[config.mk]
export PLATFORM = sky130hd
export DESIGN_NAME = pipeline_elastic
export DESIGN_NICKNAME = d
export VERILOG_FILES = /design/src/rtl/pipeline_elastic.sv
export SDC_FILE = /design/constraint.sdc
export NUM_CORES = 1
export LEC_CHECK = 0
export CORE_ASPECT_RATIO = 1.2
export CORE_MARGIN = 8
export CORE_UTILIZATION = 30
export DETAILED_ROUTE_END_ITERATION = 7
export PLACE_DENSITY = 0.56
export SYNTH_ARGS = -nofsm -noshare
export SYNTH_HDL_FRONTEND = slang
export SYNTH_SLANG_ARGS = --single-unit
[constraint.sdc]
create_clock -name clk -period 4.3 [get_ports clk]
set_clock_uncertainty 0.2 [all_clocks]
set_input_delay 0.43 -clock clk [delete_from_list [all_inputs] [get_ports clk]]
set_output_delay 0.43 -clock clk [all_outputs]
set_load 0.02 [all_outputs]
[src/rtl/pipeline_elastic.sv]
// Elastic N-stage register pipeline: N-cycle latency when unblocked, one word per cycle.
// Back-pressure stalls only stages whose successor is full, so bubbles collapse while the output is blocked.
module pipeline_elastic #(
   parameter int DW = 32,
   parameter int N  = 8,
   localparam int CW = $clog2(N + 1)
) (
   input  logic          clk,
   input  logic          nreset,
   input  logic          flush,
   input  logic          in_valid,
   output logic          in_ready,
   input  logic [DW-1:0] in_data,
   output logic          out_valid,
   input  logic          out_ready,
   output logic [DW-1:0] out_data,
   output logic [CW-1:0] count
);

   logic [N-1:0]  r_v;
   logic [DW-1:0] r_d [N];
   logic [CW-1:0] r_count;

   logic [N-1:0]  w_go;
   logic          w_acc;
   logic [N-1:0]  w_v_in;
   logic [DW-1:0] w_d_in [N];
   logic [N-1:0]  w_v_nxt;
   logic [CW-1:0] w_cnt_nxt;

   // Accumulated from the output side so each stage's enable is computed without a vector self-loop.
   always_comb begin
      w_go  = '0;
      w_acc = out_ready;
      for (int i = N - 1; i >= 0; i--) begin
         w_acc   = w_acc | ~r_v[i];
         w_go[i] = w_acc;
      end
   end

   always_comb begin
      w_v_in    = '0;
      w_v_in[0] = in_valid;
      w_d_in[0] = in_data;
      for (int i = 1; i < N; i++) begin
         w_v_in[i] = r_v[i-1];
         w_d_in[i] = r_d[i-1];
      end
   end

   always_comb begin
      w_v_nxt   = '0;
      w_cnt_nxt = '0;
      if (!flush) begin
         for (int i = 0; i < N; i++) begin
            w_v_nxt[i] = w_go[i] ? w_v_in[i] : r_v[i];
         end
      end
      for (int i = 0; i < N; i++) begin
         w_cnt_nxt = w_cnt_nxt + CW'(w_v_nxt[i]);
      end
   end

   always_ff @(posedge clk or negedge nreset) begin
      if (!nreset) begin
         r_v     <= '0;
         r_count <= '0;
         for (int i = 0; i < N; i++) begin
            r_d[i] <= '0;
         end
      end else begin
         r_v     <= w_v_nxt;
         r_count <= w_cnt_nxt;
         // Data only moves with a real word, so bubbles and flushes leave the registers quiet.
         for (int i = 0; i < N; i++) begin
            if (!flush && w_go[i] && w_v_in[i]) begin
               r_d[i] <= w_d_in[i];
            end
         end
      end
   end

   assign in_ready  = w_go[0] & ~flush;
   assign out_valid = r_v[N-1] & ~flush;
   assign out_data  = r_d[N-1];
   assign count     = r_count;

endmodule

==> impl_metrics.yaml, run 1 <==
hold_path:
  hold_path.class: "flip-flop to flip-flop"
detailed_routing:
  ant_nets: 0
  vias: 5104
  wirelength_mm: 18.43
  initialDrtViolationCount: 200
  wire_per_inst_um: 15.58
  via_per_inst: 4.314
  drc_errors: 0
  drt_pass1_iterations: 4
clocking:
  cts_buffer_depth: 3
  htree_levels: 1
  hold_buffers: 1
  cts_made_buffers: 29
  cts_tree: "built"
  clock_sinks: 268
  clkSlewWorstSetupHoldPaths_ns: 0.06
  cts_resized: 0
  root_buffer: "clkbuf_16"
  clock_latency_ns: 0.54
  post_cts_buffers: 0
critical_path:
  cp_slowest_cell: "dfrtp_1"
  crit_type: "flip-flop to flip-flop"
  cp_data_arrival_time_ns: 4.01
  cp_slowest_stage_delay_ns: 0.51
  path_max_fanout: 8
  required_ns: 4.54
  cp_cell_sequence: "and4b_1, nand3_1, a21oi_1, fa_1, inv_1, fa_1, fa_1, inv_1, ha_1, inv_1, fa_1, inv_1"
  end_kind: "flip-flop"
  startpoint_type: "flip-flop"
floorplan:
  pin_count: 75
  core_area_um2: 35100
  start_util: 0.3046
  fp-row-count: 75
  dieArea_um2: 41960
  die_w_um: 188.3
  die_h_um: 222.8
logic_synthesis:
  yosysMostFrequentCell: "dfrtp_1"
  yosysTopAreaCell: "dfrtp_1"
  netlist_instances: 645
  syn_nets: 689
  synth.distinct_cells: 32
  netlist_top_cells_count: "dfrtp_1 (268), mux2_2 (143), mux2_4 (60), mux2_1 (53), buf_4 (35)"
  synth-seq-area-share: 0.6273
  synth.area.top_cells: "dfrtp_1 (63%), mux2_2 (15%), mux2_4 (8.4%)"
  async_reset_ff_frac: 1.000
  ys_seq_elements: 268
  yosys_warnings: 0
  syn_area_um2: 10690
  synthFlopType: "dfrtp_1"
  synth_top_area_share: 0.6273
  synth-edff-count: 0
  syn_avg_cell_area_um2: 16.58
power_and_ir_drop:
  total_power_mw: 6.041
  ir_worst_vdd_mv: 0.2554
  switching_share: 0.2209
  pwr-share-comb: 0.087
  powerDensity_nw_per_um2: 477.6
  internal_power_mw: 4.707
  seqPwrFrac: 0.517
  clkPwrFrac: 0.396
  p_sw_mw: 1.334
  leakage_nw: 6.024
sta:
  hold_viol: 0
  fin_crit_sh: 0.8782
  whs_ns: 0.2730
  setup_ws_ns: 0.5239
  slew_headroom: 0.2918
  setup_violations: 0
  period_minus_slack_ns: 3.776
  rsz0062_at_grt: "no"
  tns_ns: 0
  worst_pin_slew_ns: 1.062
  max_freq_mhz: 264.8
  slew_violations: 0
global_route:
  globalRoute.totalOverflow: 0
  grt_max_degree: 101
  grt_pass1_vias: 5517
  grt_pass1_wl_mm: 30.82
  grt_antenna_before_repair: 0
  grt_use_total: 0.09012
cells_and_area:
  n_fill_cell: 3367
  drive_above_1_share: 0.3773
  final_area_um2: 12650
  final_util: 0.3604
  syn_to_final_growth_pct: 18.31
  n_antenna_cell: 0
  layout.nets: 744
  stdcell_count: 1183
flow_run:
  maxCapViolations: 0
status:
  status: "finished clean"
place:
  numPlacedInstances: 1130
  hpwl_mm: 11.64
  dp_slack_ns: 0.1131
  io_buffer_count: 74
  gp_congestion: 0.6710
  place_area_um2: 11710
==> layout make-up <==
cell class | instances | area, um^2 | share of cell area
tap | 462 | 578.1 | 0.04570
clock buffer | 43 | 848.3 | 0.06706
sequential | 268 | 6706 | 0.5302
timing repair buffer | 87 | 858.3 | 0.06785
multi-input combinational | 304 | 3536 | 0.2795
inverter | 10 | 37.54 | 0.002967
clock inverter | 9 | 85.08 | 0.006726
==> logic make-up after synthesis <==
family / Yosys count / synth area share
and+or+nand+nor: 28 / 0.01545
buffers and inverters: 73 / 0.04435
xor gates and xnor gates: 1 / 0.0008193
adders and majority gates: 7 / 0.01100
AOI/OAI and AO/OA: 12 / 0.01042
muxes: 256 / 0.2907
DFF: 268 / 0.6273
==> power by group through the flow <==
stage	Sequential, mW	Combinational (mW)	Clock [mW]
finish	3.12	0.527	2.39
global route	3.18	0.589	2.59
CTS	3.13	0.542	2.49
detailed placement	3.17	0.540	0
global placement	3.16	0.520	0
floorplan	3.11	0.400	0
==> registers in the layout (all words and copies together) (netlist names) <==
signal    flops
r_d         224
count         4
out_data     32
r_v           8
==> path summary, 6_finish.rpt <==
check                                      from                    to  slack, ns  cells after the start
hold / removal             r_d[230]$_DFFE_PN0P_  r_d[198]$_DFFE_PN0P_       0.27                      1
max in group asynchronous                nreset  r_d[231]$_DFFE_PN0P_       2.59                      3
setup reg to reg               r_v[5]$_DFF_PN0_    count[1]$_DFF_PN0_       0.52                     12
setup / recovery               r_v[5]$_DFF_PN0_    count[1]$_DFF_PN0_       0.52                     12
hold reg to reg            r_d[230]$_DFFE_PN0P_  r_d[198]$_DFFE_PN0P_       0.27                      1
min in group asynchronous                nreset  r_d[220]$_DFFE_PN0P_       0.29                      2
==> routing by layer <==
| metal | up-vias | share of wire | GRT usage |
|---|---|---|---|
| li1 | 2350 | - | - |
| met1 | 2642 | 0.47 | 0.1193 |
| met2 | 81 | 0.46 | 0.1429 |
| met3 | 31 | 0.043 | 0.01833 |
| met4 | 0 | 0.025 | 0.03534 |
| met5 | - | 0 | 0 |
==> placed cells by master, fill, tap and decap left out, types with 2 or more instances in the layout <==
cell and instances:
a21oi_1 3, a31oi_1 2, a41oi_1 2, buf_4 11
clkbuf_1 7, clkbuf_16 29, clkbuf_8 7, clkdlybuf4s50_1 73
clkinv_2 4, clkinv_4 2, dfrtp_1 268, fa_1 4
ha_1 3, inv_1 10, inv_6 2, mux2_1 53
mux2_2 143, mux2_4 60, nand3_1 2, nor2_1 10
nor2b_1 4, or2_2 4, or3b_2 2
==> worst max-delay path, delay by kind of cell, from the launching register on <==
family | cells | cell delay [ns]
adders and majority gates | 5 | 1.94
and+or+nand+nor | 2 | 0.54
DFF | 1 | 0.51
AOI/OAI and AO/OA | 1 | 0.23
buffers and inverters | 4 | 0.23
Power figures use the tool's default switching activity.
==> inputs of run 2 (changes only) <==
--- a/config.mk
+++ b/config.mk
@@ -5,10 +5,13 @@
 export SDC_FILE = /design/constraint.sdc
 export NUM_CORES = 1
 export LEC_CHECK = 0
+export ABC_AREA = 1
 export CORE_ASPECT_RATIO = 1.2
 export CORE_MARGIN = 8
 export CORE_UTILIZATION = 30
 export DETAILED_ROUTE_END_ITERATION = 7
+export GPL_TIMING_DRIVEN = 1
+export HOLD_SLACK_MARGIN = 0.08
 export PLACE_DENSITY = 0.56
 export SYNTH_ARGS = -nofsm -noshare
 export SYNTH_HDL_FRONTEND = slang
==> impl_metrics.yaml, run 2 <==
place:
  gp_congestion: 0.7049
  numPlacedInstances: 1552
  io_buffer_count: 74
  hpwl_mm: 11.89
global_route:
  globalRoute.totalOverflow: 0
  grt_max_degree: 131
  grt_antenna_before_repair: 0
  grt_use_total: 0.08772
  grt_pass1_vias: 6578
  grt_pass1_wl_mm: 31.80
sta:
  period_minus_slack_ns: 3.732
  worst_pin_slew_ns: 0.9707
  tns_ns: 0
  hold_viol: 0
  fin_crit_sh: 0.8680
  slew_violations: 0
  setup_violations: 0
  max_freq_mhz: 267.9
  slew_headroom: 0.3529
  rsz0062_at_grt: "no"
floorplan:
  start_util: 0.3022
  pin_count: 75
  die_h_um: 220.9
  die_w_um: 186.7
  dieArea_um2: 41240
  core_area_um2: 34720
  fp-row-count: 75
cells_and_area:
  n_fill_cell: 3539
  stdcell_count: 1596
  syn_to_final_growth_pct: 16.78
  final_util: 0.3529
  largest_reg_flops: 224
  drive_above_1_share: 0.05644
  layout_commonest_cell: "dfrtp_1"
  n_antenna_cell: 0
  regMostFlops: "r_d"
  layout.nets: 1161
  final_cell_mix: "dfrtp_1 (268), nand2_1 (197), inv_1 (148)"
logic_synthesis:
  yosys_warnings: 0
  netlist_top_cells_count: "dfrtp_1 (268), nand2_1 (200), inv_1 (148), nor2_1 (107), o21ai_0 (101)"
  synth-seq-area-share: 0.6392
  synth.distinct_cells: 20
  ys_seq_elements: 268
  netlist_instances: 1092
  synthFlopType: "dfrtp_1"
  synth-edff-count: 0
  async_reset_ff_frac: 1.000
  syn_avg_cell_area_um2: 9.609
  syn_area_um2: 10490
  syn_nets: 1136
  synth.area.top_cells: "dfrtp_1 (64%), nand2_1 (7.2%), inv_1 (5.3%)"
  yosysMostFrequentCell: "dfrtp_1"
  yosysTopAreaCell: "dfrtp_1"
  synth_top_area_share: 0.6392
hold_path:
  hold_path.class: "flip-flop to flip-flop"
power_and_ir_drop:
  seqPwrFrac: 0.528
  switching_share: 0.2467
  clkPwrFrac: 0.349
  internal_power_mw: 4.544
  pwr-share-comb: 0.124
  total_power_mw: 6.032
  p_sw_mw: 1.488
  ir_worst_vdd_mv: 0.2378
  leakage_nw: 6.191
  powerDensity_nw_per_um2: 492.3
clocking:
  htree_levels: 1
  clock_sinks: 268
  clkSlewWorstSetupHoldPaths_ns: 0.06
  cts_resized: 0
  cts_tree: "built"
  clock_latency_ns: 0.51
  cts_made_buffers: 24
  cts_buffer_depth: 3
  root_buffer: "clkbuf_16"
detailed_routing:
  via_per_inst: 4.077
  wire_per_inst_um: 11.05
  drc_errors: 0
  wirelength_mm: 17.64
  ant_nets: 0
  vias: 6507
  initialDrtViolationCount: 372
  drt_pass1_iterations: 5
flow_run:
  maxCapViolations: 0
critical_path:
  required_ns: 4.49
  cp_slowest_stage_delay_ns: 0.45
  cp_slowest_cell: "fa_1"
  crit_type: "flip-flop to flip-flop"
  cp_data_arrival_time_ns: 3.92
  path_max_fanout: 5
  startpoint_type: "flip-flop"
  end_kind: "flip-flop"
  cp_cell_sequence: "nand4_2, nor3_4, nand4_2, inv_1, nor2_1, nor2_1, fa_1, inv_1, fa_1, fa_1, inv_1, ha_1, inv_1, fa_1, xnor2_1"
status:
  status: "finished clean"
==> run 2: cell count changes in the layout (fill, tap and decap cells not counted), sizes merged, moves of 4 or more <==
cell	previous run	this run
nor2	10	107
or2	4	0
a21oi	3	99
nand4	0	34
nand2	0	200
nand3	2	6
o21ai	1	132
mux2	256	0
inv	12	148
nor2b	4	0
clkbuf	43	32
==> run 2: final cells by class <==
type                       instances  area, um^2  share of cell area
clock buffer                      32       681.9             0.05565
clock inverter                    11       107.6            0.008782
inverter                         148       555.5             0.04534
multi-input combinational        587        2745              0.2240
sequential                       268        6706              0.5473
tap                              462       578.1             0.04718
timing repair buffer              88       878.3             0.07168
==> run 2: through the flow <==
step           setup slack (ns)  cell area (um^2)  hold WS [ns]
4_1_cts                  0.5566             12250        0.2704
6_report                 0.5677             12250        0.2680
5_1_grt                  0.3335             12250        0.2812
3_5_place_dp            0.07031             11450        0.2584
2_1_floorplan            0.6296             10490      -0.06559
3_3_place_gp             0.1542             11450        0.2555
==> run 2: logic make-up after synthesis <==
logic type	synth area share
and+or+nand+nor	0.1371
DFF	0.6392
buffers and inverters	0.1011
AOI/OAI and AO/OA	0.1105
adders and majority gates	0.01121
xor gates and xnor gates	0.0008349
==> run 2: routing by layer <==
metal / up-vias / global-route usage / wire length, um
met5: - / 0 / 0
met4: 0 / 0.03026 / 389
met3: 25 / 0.01495 / 643
met2: 87 / 0.1444 / 7955
met1: 2957 / 0.1154 / 8647
li1: 3438 / - / -
==> run 2: repair_timing <==
action | 4_1_cts | 5_1_grt
setup buffers | 0 | 0
hold endpoints to repair | 128 | 0
hold buffers | 1 | 0
==> run 2: power by group through the flow <==
stage | combinational (mW) | sequential [mW] | clock [mW]
2_1_floorplan | 0.549 | 3.19 | 0
3_3_place_gp | 0.739 | 3.22 | 0
3_5_place_dp | 0.766 | 3.23 | 0
4_1_cts | 0.770 | 3.18 | 2.18
5_1_grt | 0.882 | 3.24 | 2.28
6_report | 0.747 | 3.18 | 2.10
==> run 2: path summary, 6_finish.rpt <==
path                                      start                   end  slack, ns  depth (start not counted)
max in group asynchronous                nreset  r_d[165]$_DFFE_PN0P_       2.53                          3
setup / recovery               r_v[5]$_DFF_PN0_    count[2]$_DFF_PN0_       0.57                         15
setup reg to reg               r_v[5]$_DFF_PN0_    count[2]$_DFF_PN0_       0.57                         15
min in group asynchronous                nreset  r_d[231]$_DFFE_PN0P_       0.41                          2
hold / removal             r_d[247]$_DFFE_PN0P_  r_d[247]$_DFFE_PN0P_       0.27                          2
hold reg to reg            r_d[247]$_DFFE_PN0P_  r_d[247]$_DFFE_PN0P_       0.27                          2
==> run 2: worst max-delay path: cells and delay by family (launching register included) <==
family | cells | cell delay, ns
flops | 1 | 0.40
fa+ha+maj | 5 | 1.83
simple gates | 5 | 0.74
xor+xnor | 1 | 0.14
buf+inv | 4 | 0.31
